==> src/rtl/matmul_engine.sv <==
// Matrix-multiply engine: Y = A*X with N_CH parallel MAC lanes, A from a registered
// coefficient ROM, X streamed in, results written one word per cycle to SRAM.
module matmul_engine #(
    parameter int X_W    = 8,
    parameter int A_W    = 14,
    parameter int N_CH   = 4,
    parameter int K      = 4,
    parameter int N_ROW  = 4,
    parameter int RAM_AW = 8,
    parameter int RAM_DW = 32
) (
    input  logic                          clk,
    input  logic                          rst,
    input  logic                          start,
    input  logic                          signed_mode,
    input  logic [RAM_AW-1:0]             base_addr,
    input  logic                          x_valid,
    input  logic [X_W-1:0]                x_data,
    output logic                          x_ready,
    output logic [$clog2(N_ROW*K)-1:0]    rom_addr,
    input  logic [A_W-1:0]                rom_data,
    output logic                          ram_we_n,
    output logic [RAM_AW-1:0]             ram_addr,
    output logic [RAM_DW-1:0]             ram_wdata,
    output logic                          busy,
    output logic                          done
);
    localparam int ACC_W = X_W + A_W + $clog2(K);
    localparam int NX    = K * N_CH;
    localparam int EW    = $clog2(NX + 1);
    localparam int JW    = $clog2(K + 1);
    localparam int CW    = $clog2(N_CH + 1);
    localparam int RW    = $clog2(N_ROW + 1);
    localparam int AAW   = $clog2(N_ROW * K);

    localparam logic [2:0] S_IDLE = 3'd0;
    localparam logic [2:0] S_LOAD = 3'd1;
    localparam logic [2:0] S_MAC  = 3'd2;
    localparam logic [2:0] S_WB   = 3'd3;
    localparam logic [2:0] S_DONE = 3'd4;

    if (ACC_W > RAM_DW) begin : g_acc_too_wide
        $error("matmul_engine: ACC_W exceeds RAM_DW");
    end

    logic [2:0]                state;
    logic                      sgn_q;
    logic [RAM_AW-1:0]         base_q;
    logic [EW-1:0]             elem_cnt;
    logic [JW-1:0]             j_cnt;
    logic [CW-1:0]             c_cnt;
    logic [RW-1:0]             row_cnt;
    logic [NX*X_W-1:0]         x_store;
    logic signed [ACC_W-1:0]   acc     [N_CH];
    logic signed [ACC_W-1:0]   acc_nxt [N_CH];
    logic [X_W-1:0]            x_sel   [N_CH];
    logic signed [ACC_W-1:0]   wb_next;

    // Operands are widened to the accumulator width before multiplying; the true
    // product always fits, so the truncated product is exact.
    function automatic logic signed [ACC_W-1:0] mac_term(input logic [X_W-1:0] x,
                                                         input logic [A_W-1:0] a,
                                                         input logic sgn);
        logic signed [ACC_W-1:0] xs;
        logic signed [ACC_W-1:0] as;
        xs = ACC_W'($signed({sgn & x[X_W-1], x}));
        as = ACC_W'($signed({sgn & a[A_W-1], a}));
        return xs * as;
    endfunction

    function automatic logic [RAM_DW-1:0] ext_acc(input logic signed [ACC_W-1:0] a,
                                                  input logic sgn);
        if (sgn)
            return RAM_DW'(a);
        else
            return RAM_DW'($unsigned(a));
    endfunction

    always_comb begin
        for (int c = 0; c < N_CH; c++) begin
            x_sel[c] = '0;
            for (int k = 0; k < K; k++)
                if (j_cnt == JW'(k + 1))
                    x_sel[c] = x_store[(k*N_CH + c)*X_W +: X_W];
            acc_nxt[c] = acc[c] + mac_term(x_sel[c], rom_data, sgn_q);
        end
        wb_next = '0;
        for (int c = 1; c < N_CH; c++)
            if (c_cnt == CW'(c - 1))
                wb_next = acc[c];
    end

    always_ff @(posedge clk or negedge rst) begin
        if (!rst) begin
            state     <= S_IDLE;
            sgn_q     <= 1'b0;
            base_q    <= '0;
            elem_cnt  <= '0;
            j_cnt     <= '0;
            c_cnt     <= '0;
            row_cnt   <= '0;
            x_store   <= '0;
            for (int c = 0; c < N_CH; c++)
                acc[c] <= '0;
            x_ready   <= 1'b0;
            rom_addr  <= '0;
            ram_we_n  <= 1'b1;
            ram_addr  <= '0;
            ram_wdata <= '0;
            busy      <= 1'b0;
            done      <= 1'b0;
        end else begin
            case (state)
                S_IDLE: begin
                    if (start) begin
                        sgn_q    <= signed_mode;
                        base_q   <= base_addr;
                        elem_cnt <= '0;
                        row_cnt  <= '0;
                        j_cnt    <= '0;
                        c_cnt    <= '0;
                        x_ready  <= 1'b1;
                        busy     <= 1'b1;
                        state    <= S_LOAD;
                    end
                end
                S_LOAD: begin
                    if (x_valid) begin
                        x_store <= {x_data, x_store[NX*X_W-1:X_W]};
                        if (elem_cnt == EW'(NX - 1)) begin
                            x_ready  <= 1'b0;
                            j_cnt    <= '0;
                            rom_addr <= '0;
                            state    <= S_MAC;
                        end else begin
                            elem_cnt <= elem_cnt + EW'(1);
                        end
                    end
                end
                // ROM address leads the accumulate by one cycle to cover the ROM register.
                S_MAC: begin
                    for (int c = 0; c < N_CH; c++)
                        acc[c] <= (j_cnt == '0) ? '0 : acc_nxt[c];
                    if (int'(j_cnt) + 1 < K)
                        rom_addr <= AAW'(int'(row_cnt)*K + int'(j_cnt) + 1);
                    if (j_cnt == JW'(K)) begin
                        c_cnt     <= '0;
                        ram_we_n  <= 1'b0;
                        ram_addr  <= base_q + RAM_AW'(int'(row_cnt)*N_CH);
                        ram_wdata <= ext_acc(acc_nxt[0], sgn_q);
                        state     <= S_WB;
                    end else begin
                        j_cnt <= j_cnt + JW'(1);
                    end
                end
                S_WB: begin
                    if (c_cnt == CW'(N_CH - 1)) begin
                        ram_we_n <= 1'b1;
                        if (row_cnt == RW'(N_ROW - 1)) begin
                            done  <= 1'b1;
                            state <= S_DONE;
                        end else begin
                            row_cnt  <= row_cnt + RW'(1);
                            j_cnt    <= '0;
                            rom_addr <= AAW'((int'(row_cnt) + 1)*K);
                            state    <= S_MAC;
                        end
                    end else begin
                        c_cnt     <= c_cnt + CW'(1);
                        ram_addr  <= ram_addr + RAM_AW'(1);
                        ram_wdata <= ext_acc(wb_next, sgn_q);
                    end
                end
                S_DONE: begin
                    done  <= 1'b0;
                    busy  <= 1'b0;
                    state <= S_IDLE;
                end
                default: begin
                    state <= S_IDLE;
                end
            endcase
        end
    end

endmodule

==> config.mk <==
export PLATFORM = sky130hd
export DESIGN_NAME = matmul_engine
export DESIGN_NICKNAME = d
export VERILOG_FILES = /design/src/rtl/matmul_engine.sv
export SDC_FILE = /design/constraint.sdc
export NUM_CORES = 2
export LEC_CHECK = 0
export ABC_CLOCK_PERIOD_IN_PS = 8700
export CORE_MARGIN = 4
export CORE_UTILIZATION = 61
export DETAILED_ROUTE_END_ITERATION = 10
export GPL_TIMING_DRIVEN = 0
export PLACE_DENSITY = 0.79
export SYNTH_ARGS = -nofsm -noshare
export SYNTH_HDL_FRONTEND = slang
export SYNTH_SLANG_ARGS = --single-unit
==> constraint.sdc <==
create_clock -name clk -period 8.7 [get_ports clk]
set_input_delay 1.74 -clock clk [delete_from_list [all_inputs] [get_ports clk]]
set_output_delay 1.74 -clock clk [all_outputs]
set_load 0.02 [all_outputs]
# Word-level counts from Yosys, hierarchy flattened
# Index checks and enable logic that the tools add are counted.
[totals] register_bits=298 latchBits=0 ram_bits=0 mem_bits_ro=0 inputBits=35 wordCells=163 mem_count=0
[op_classes] n_addsub=14 mul=4 n_div=0 magnitude_cmp=1 n_eq_ne=24 shift=0 mux=72 n_bitwise=5 reduce_logical=24
[ops] cell="$mux W24" n=7
[ops] cell="$mux W8" n=18
[ops] cell="$mux W32" n=4
[ops] cell="$add A24 B24 Y24" n=4
[ops] cell="$mul A9 B15 Y24" n=4
[ops] cell="$pmux W32 S2" n=1
[ops] cell="$mux W3" n=16
[ops] cell="$pmux W3 S4" n=2
[ops] cell="$ne A2 B2 Y1 const B" n=11
[ops] cell="$eq A3 B2 Y1 const B" n=7
[ops] cell="$mux W4" n=5
[ops] cell="$pmux W8 S2" n=1
[ops] cell="$reduce_and A4 Y1" n=4
[ops] cell="$mux W5" n=3
[ops] cell="$pmux W4 S3" n=1
[ops] cell="$pmux W5 S2" n=1
[ops] cell="$reduce_bool A2 Y1" n=5
[ops] cell="$add A3 B1 Y3 const B" n=3
[ops] cell="$eq A3 B1 Y1 const B" n=3
[ops] cell="$logic_not A3 Y1" n=3
[ops] cell="$pmux W3 S3" n=1
[ops] cell="$reduce_and A3 Y1" n=3
[ops] cell="$add A8 B1 Y8 const B" n=1
[ops] cell="$add A8 B5 Y8" n=1
[ops] cell="other kinds (18)" n=35

# Logic depth before layout (Yosys ltp)
[depth] word_depth=11 mapped_depth=31 ltp_nobuf=28

# Worst setup path before layout
# No wires, ideal clock.
[synth_path] path_kind="input port to flip-flop" start="input rom_data[13]" end="register ram_wdata[30]" setup_ns=0.131 arrival_ns=7.240 required_time_ns=8.569 setup_slack_ns=1.329 stages=21 path_buffers=3 cell_sequence="clkbuf_1 > and2_1 > clkbuf_1 > clkbuf_1 > nand2_1 > inv_1 > fa_1 > fa_1 > fa_1 > inv_1 > fa_1 > fa_1 > inv_1 > ha_1 > a21oi_1 > o21ai_0 > o41a_1 > a221o_1 > and4b_1 > nor3_1 > o21ai_0"
[synth_via] elab_chain_len=6
[synth_lines] item="from (decl)" line="21" rtl="input logic [A_W-1:0] rom_data,"
[synth_lines] item="$and A1 B1 Y1" line="67" rtl="as = ACC_W'($signed({sgn & a[A_W-1], a}));"
[synth_lines] item="$mul A9 B15 Y24 (*)" line="68" rtl="return xs * as;"
[synth_lines] item="$add A24 B24 Y24 (*)" line="85" rtl="acc_nxt[c] = acc[c] + mac_term(x_sel[c], rom_data, sgn_q);"
[synth_lines] item="$mux W32 (*)" line="73" rtl="if (sgn)"
[synth_lines] item="$mux W32 (*)" line="146" rtl="if (j_cnt == JW'(K)) begin"
[synth_lines] item="$pmux W32 S2 (*)" line="113" rtl="case (state)"
[synth_lines] item="to (signal assigned)" line="150" rtl="ram_wdata <= ext_acc(acc_nxt[0], sgn_q);"
[synth_lines] item="to (signal assigned)" line="171" rtl="ram_wdata <= ext_acc(wb_next, sgn_q);"
[synth_lines] item="to (decl)" line="24" rtl="output logic [RAM_DW-1:0] ram_wdata,"
# Every way passes the cells marked *; elsewhere a longest branch is shown, timed or not. The select of a mux whose other input is x is not followed.
# A chain may end at the register's enable or synchronous reset.

# Worst setup path in the final report
[layout_path] start="register j_cnt[0]" end="register ram_wdata[22]"
[layout_via] elab_chain_len=11 elab_cells_between_ends=16 cone_classes="add/sub (1); mul (1); eq/ne (5); mux (7); bitwise (1); reduce/logical (1)"
[layout_lines] item="from (decl)" line="50" rtl="logic [JW-1:0] j_cnt;"
[layout_lines] item="from (signal assigned)" line="153" rtl="j_cnt <= j_cnt + JW'(1);"
[layout_lines] item="$eq A3 B1 Y1" line="83" rtl="if (j_cnt == JW'(k + 1))"
[layout_lines] item="$mux W8 (4 in series)" line="83"
[layout_lines] item="$and A1 B1 Y1" line="66" rtl="xs = ACC_W'($signed({sgn & x[X_W-1], x}));"
[layout_lines] item="$mul A9 B15 Y24" line="68"
[layout_lines] item="$add A24 B24 Y24" line="85"
[layout_lines] item="$mux W32" line="73"
[layout_lines] item="$mux W32" line="146"
[layout_lines] item="$pmux W32 S2" line="113"
# Several ways; a longest one is shown, not always the timed one. The select of a mux whose other input is x is not followed.

==> flow_summary_export.csv <==
group,metric,value,unit
worst_setup_path,crit_type,"flip-flop to flip-flop",
run_status,outcome,"finished, final reports clean",
placement,dp_hpwl,82600,um
routing,via_per_inst,5.93,
global_routing,grt_pass1_vias,28800,
worst_setup_path,crit_path_frequent_cell,"inv_1",
floorplanning,die_area,61100,um2
synth,seq_area_frac_synth,0.209,
worst_setup_path,required,9.12,ns
worst_hold_path,hp-class,"flip-flop to flip-flop",
cts,cts_sinks,291,
synth,syn_inst,3735,
routing,drt_iter0_markers,2368,
layout,areaGrowthSynthToFinish,8.73,%
cts,cts_made_buffers,37,
timing,setup_viol,0,
cts,worstSkewPairLatency,0.59,ns
timing,skew,0.0340,ns
worst_setup_path,crit_path_start_kind,"flip-flop",
power,powerDensity,205,nW/um2
worst_setup_path,cp.arrival,8.85,ns
global_routing,grt_max_degree,115,
synth,synth_top_area_cell,"fa_1",
cts,cts_max_path_buffers,3,
routing,wirelength,103000,um
timing,slew_viol_final,0,
synth,synthTopCellsByArea,"fa_1 30%, dfrtp_1 21%, ha_1 9.3%",
synth,synth_edf_count,0,
layout,fin_nets,4669,
placement,place.port_buffers,69,
synth,synth_seq_cells,291,
global_routing,grt_pass1_wl,162000,um
floorplanning,design.core.area,56500,um2
floorplanning,die_x,247,um
run,max_cap_violations,0,
floorplanning,die_h,247,um
cts,h-tree-depth,2,
layout,final_util,0.672,
synth,yosysTopAreaCellShare,0.301,
routing,drtPass1Iterations,6,
timing,holdWs,0.472,ns
cts,cts.clk_slew.worst_paths,0.06,ns
synth,synthArstFlopShare,1.00,
timing,post-route-period-util,0.968,
floorplanning,fp-row-count,87,
worst_setup_path,cp_max_fo,10,
worst_setup_path,critPathCaptureType,"flip-flop",
timing,timing.fmax,0.119,GHz
timing,min_period,8.43,ns
timing,tightestPinTransition,1.41,ns
timing,finalHoldViolations,0,
cts,cts_tree,"done",
floorplanning,start_util,0.618,
timing,max_slew_margin,0.0530,
layout,layout-drive-gt1-share,0.0699,
synth,synth_area,34900,um2
routing,vias,27500,
power,p_leak,18.7,nW
routing,antenna_left,0,
routing,drcViolationCount,0,
synth,yosysWarnings,0,
global_routing,grt-ovfl-total,0,
power,ir_drop,0.000182,V
layout,final.fill_count,4401,
cts,cts-root-buf,"clkbuf_16",
floorplanning,io-pin-count,83,
cts,cts_hold_buf,0,
global_routing,antenna_found_initial,10,
worst_setup_path,cpPeakStageDelay,0.58,ns
synth,synth_nets,4554,
synth,avgSynthCellArea,9.34,um2
synth,synthFlopType,"dfrtp_1",
routing,routedWlPerCell,22.3,um
global_routing,grt_use_total,0.349,
placement,routabilityCongestion,1.01,
synth,synth_cell_types,73,
worst_setup_path,worst_path_max_delay_cell,"a211oi_2",
cells in the mapped netlist, types with 5 or more instances:
master / number
xnor2_1: 72
o211ai_1: 6
or3_1: 15
mux2_2: 132
a22oi_1: 46
nand3_1: 29
o31ai_1: 7
nor3_1: 30
dfrtp_1: 290
fa_1: 525
nand2_1: 466
a32o_1: 11
a31oi_1: 8
a21boi_0: 5
buf_1: 23
a21oi_1: 138
o21bai_1: 10
buf_2: 9
or2_2: 21
o21ai_0: 143
a21o_1: 23
a211oi_1: 14
and2_1: 137
xor2_1: 34
a22o_1: 33
clkbuf_1: 152
o21ai_1: 13
o22ai_1: 7
buf_4: 7
ha_1: 259
a222oi_1: 15
nand2b_1: 31
inv_1: 710
and3_1: 13
nor2_1: 159
nor2b_1: 73
o21a_1: 12
timing repair:
item	in CTS	in global routing
pin swaps	0	1
buffers inserted	0	1
hold endpoints to repair	0	0
gates resized for setup	9	25
cloned	0	0
endpoints found under the setup margin	15	33
critical path: cells and delay by family (launching register included):
kind	cells	cell delay, ns
flops	1	0.47
buf+inv	10	1.50
fa+ha+maj	7	3.03
simple gates	4	0.63
compound gates	10	2.63
per-layer routing:
metal	vias up	share of wire	track usage
met5	-	0.00036	0
met4	6	0.066	0.189
met3	394	0.11	0.104
met2	1470	0.45	0.542
met1	13700	0.37	0.442
li1	12000	-	-
placed cells by master, fill, tap and decap left out, types with 11 or more instances in the layout:
| cell type | synthesis | routed |
|---|---|---|
| fa_1 | 525 | 525 |
| and2_1 | 137 | 137 |
| nor2_1 | 159 | 159 |
| ha_1 | 259 | 259 |
| nor2b_1 | 73 | 73 |
| or3_1 | 15 | 15 |
| a32o_1 | 11 | 11 |
| a222oi_1 | 15 | 15 |
| dfrtp_1 | 290 | 290 |
| a211oi_1 | 14 | 13 |
| o21ai_0 | 143 | 129 |
| buf_4 | 7 | 12 |
| a21o_1 | 23 | 23 |
| clkbuf_1 | 152 | 152 |
| and3_1 | 13 | 13 |
| nand3_1 | 29 | 29 |
| xor2_1 | 34 | 34 |
| buf_1 | 23 | 21 |
| mux2_2 | 132 | 132 |
| clkbuf_16 | 0 | 37 |
| clkdlybuf4s50_1 | 0 | 68 |
| a22oi_1 | 46 | 46 |
| inv_1 | 710 | 710 |
| nand2b_1 | 31 | 31 |
| o21ai_1 | 13 | 17 |
| or2_2 | 21 | 21 |
| a21oi_1 | 138 | 134 |
| nand2_1 | 466 | 466 |
| xnor2_1 | 72 | 72 |
| o21a_1 | 12 | 12 |
| nor3_1 | 30 | 29 |
| a22o_1 | 33 | 33 |
cell type report:
class,count,area [um2],share of cell area
repair buffers,77,800,0.0211
diodes,10,25.0,0.000660
inverters,711,2670,0.0703
well taps,756,946,0.0249
plain buffers,190,759,0.0200
multi-input cells,2542,24300,0.640
clock inverters,12,121,0.00320
flip-flops and latches,291,7280,0.192
clock buffers,52,1070,0.0283
where the power goes:
group	internal, mW	switching (mW)
registers	1.80	0.406
logic	1.55	2.43
clock network	0.896	0.674
sequential cells by signal, summed over array words and instances, names as in the netlist, 4 cells and up:
register / cells
x_store: 128
base_q: 8
ram_wdata: 25
ram_addr: 8
rom_addr: 4
elem_cnt: 5
acc: 96
final timing paths:
kind,slack [ns],to,startpoint,depth (start not counted)
min,0.47,ram_wdata[7],ram_wdata[7],2
max,0.27,ram_wdata[22],j_cnt[0],31
min in group asynchronous,1.21,x_store[20],rst,1
max in group asynchronous,6.02,acc[82],rst,3
min reg2reg,0.47,ram_wdata[7],ram_wdata[7],2
max reg2reg,0.27,ram_wdata[22],j_cnt[0],31
through the flow:
step | area (um2) | instances | setup WS, ns | power, mW | setup TNS [ns]
global route | 37900 | 4633 | -0.00477 | 8.22 | -0.00477
finish | 37900 | 4641 | 0.274 | 7.76 | 0
CTS | 37900 | 4631 | 0.0147 | 7.67 | 0
floorplan | 34900 | 3735 | 1.33 | 4.70 | 0
global placement | 36500 | 4560 | -7.26 | 5.95 | -2103.69
detailed placement | 36600 | 4567 | -0.940 | 6.04 | -6.13
kinds of logic after synthesis:
| logic type | Yosys count | synth area share |
|---|---|---|
| XOR/XNOR | 106 | 0.0266 |
| AND/OR/NAND/NOR | 996 | 0.133 |
| adder cells (fa/ha/maj) | 784 | 0.394 |
| multiplexers | 134 | 0.0432 |
| buffers and inverters | 902 | 0.0981 |
| AO/OA/AOI/OAI | 522 | 0.0965 |
| flip-flops | 291 | 0.209 |
Note: power is estimated with default switching activity, not from simulation.
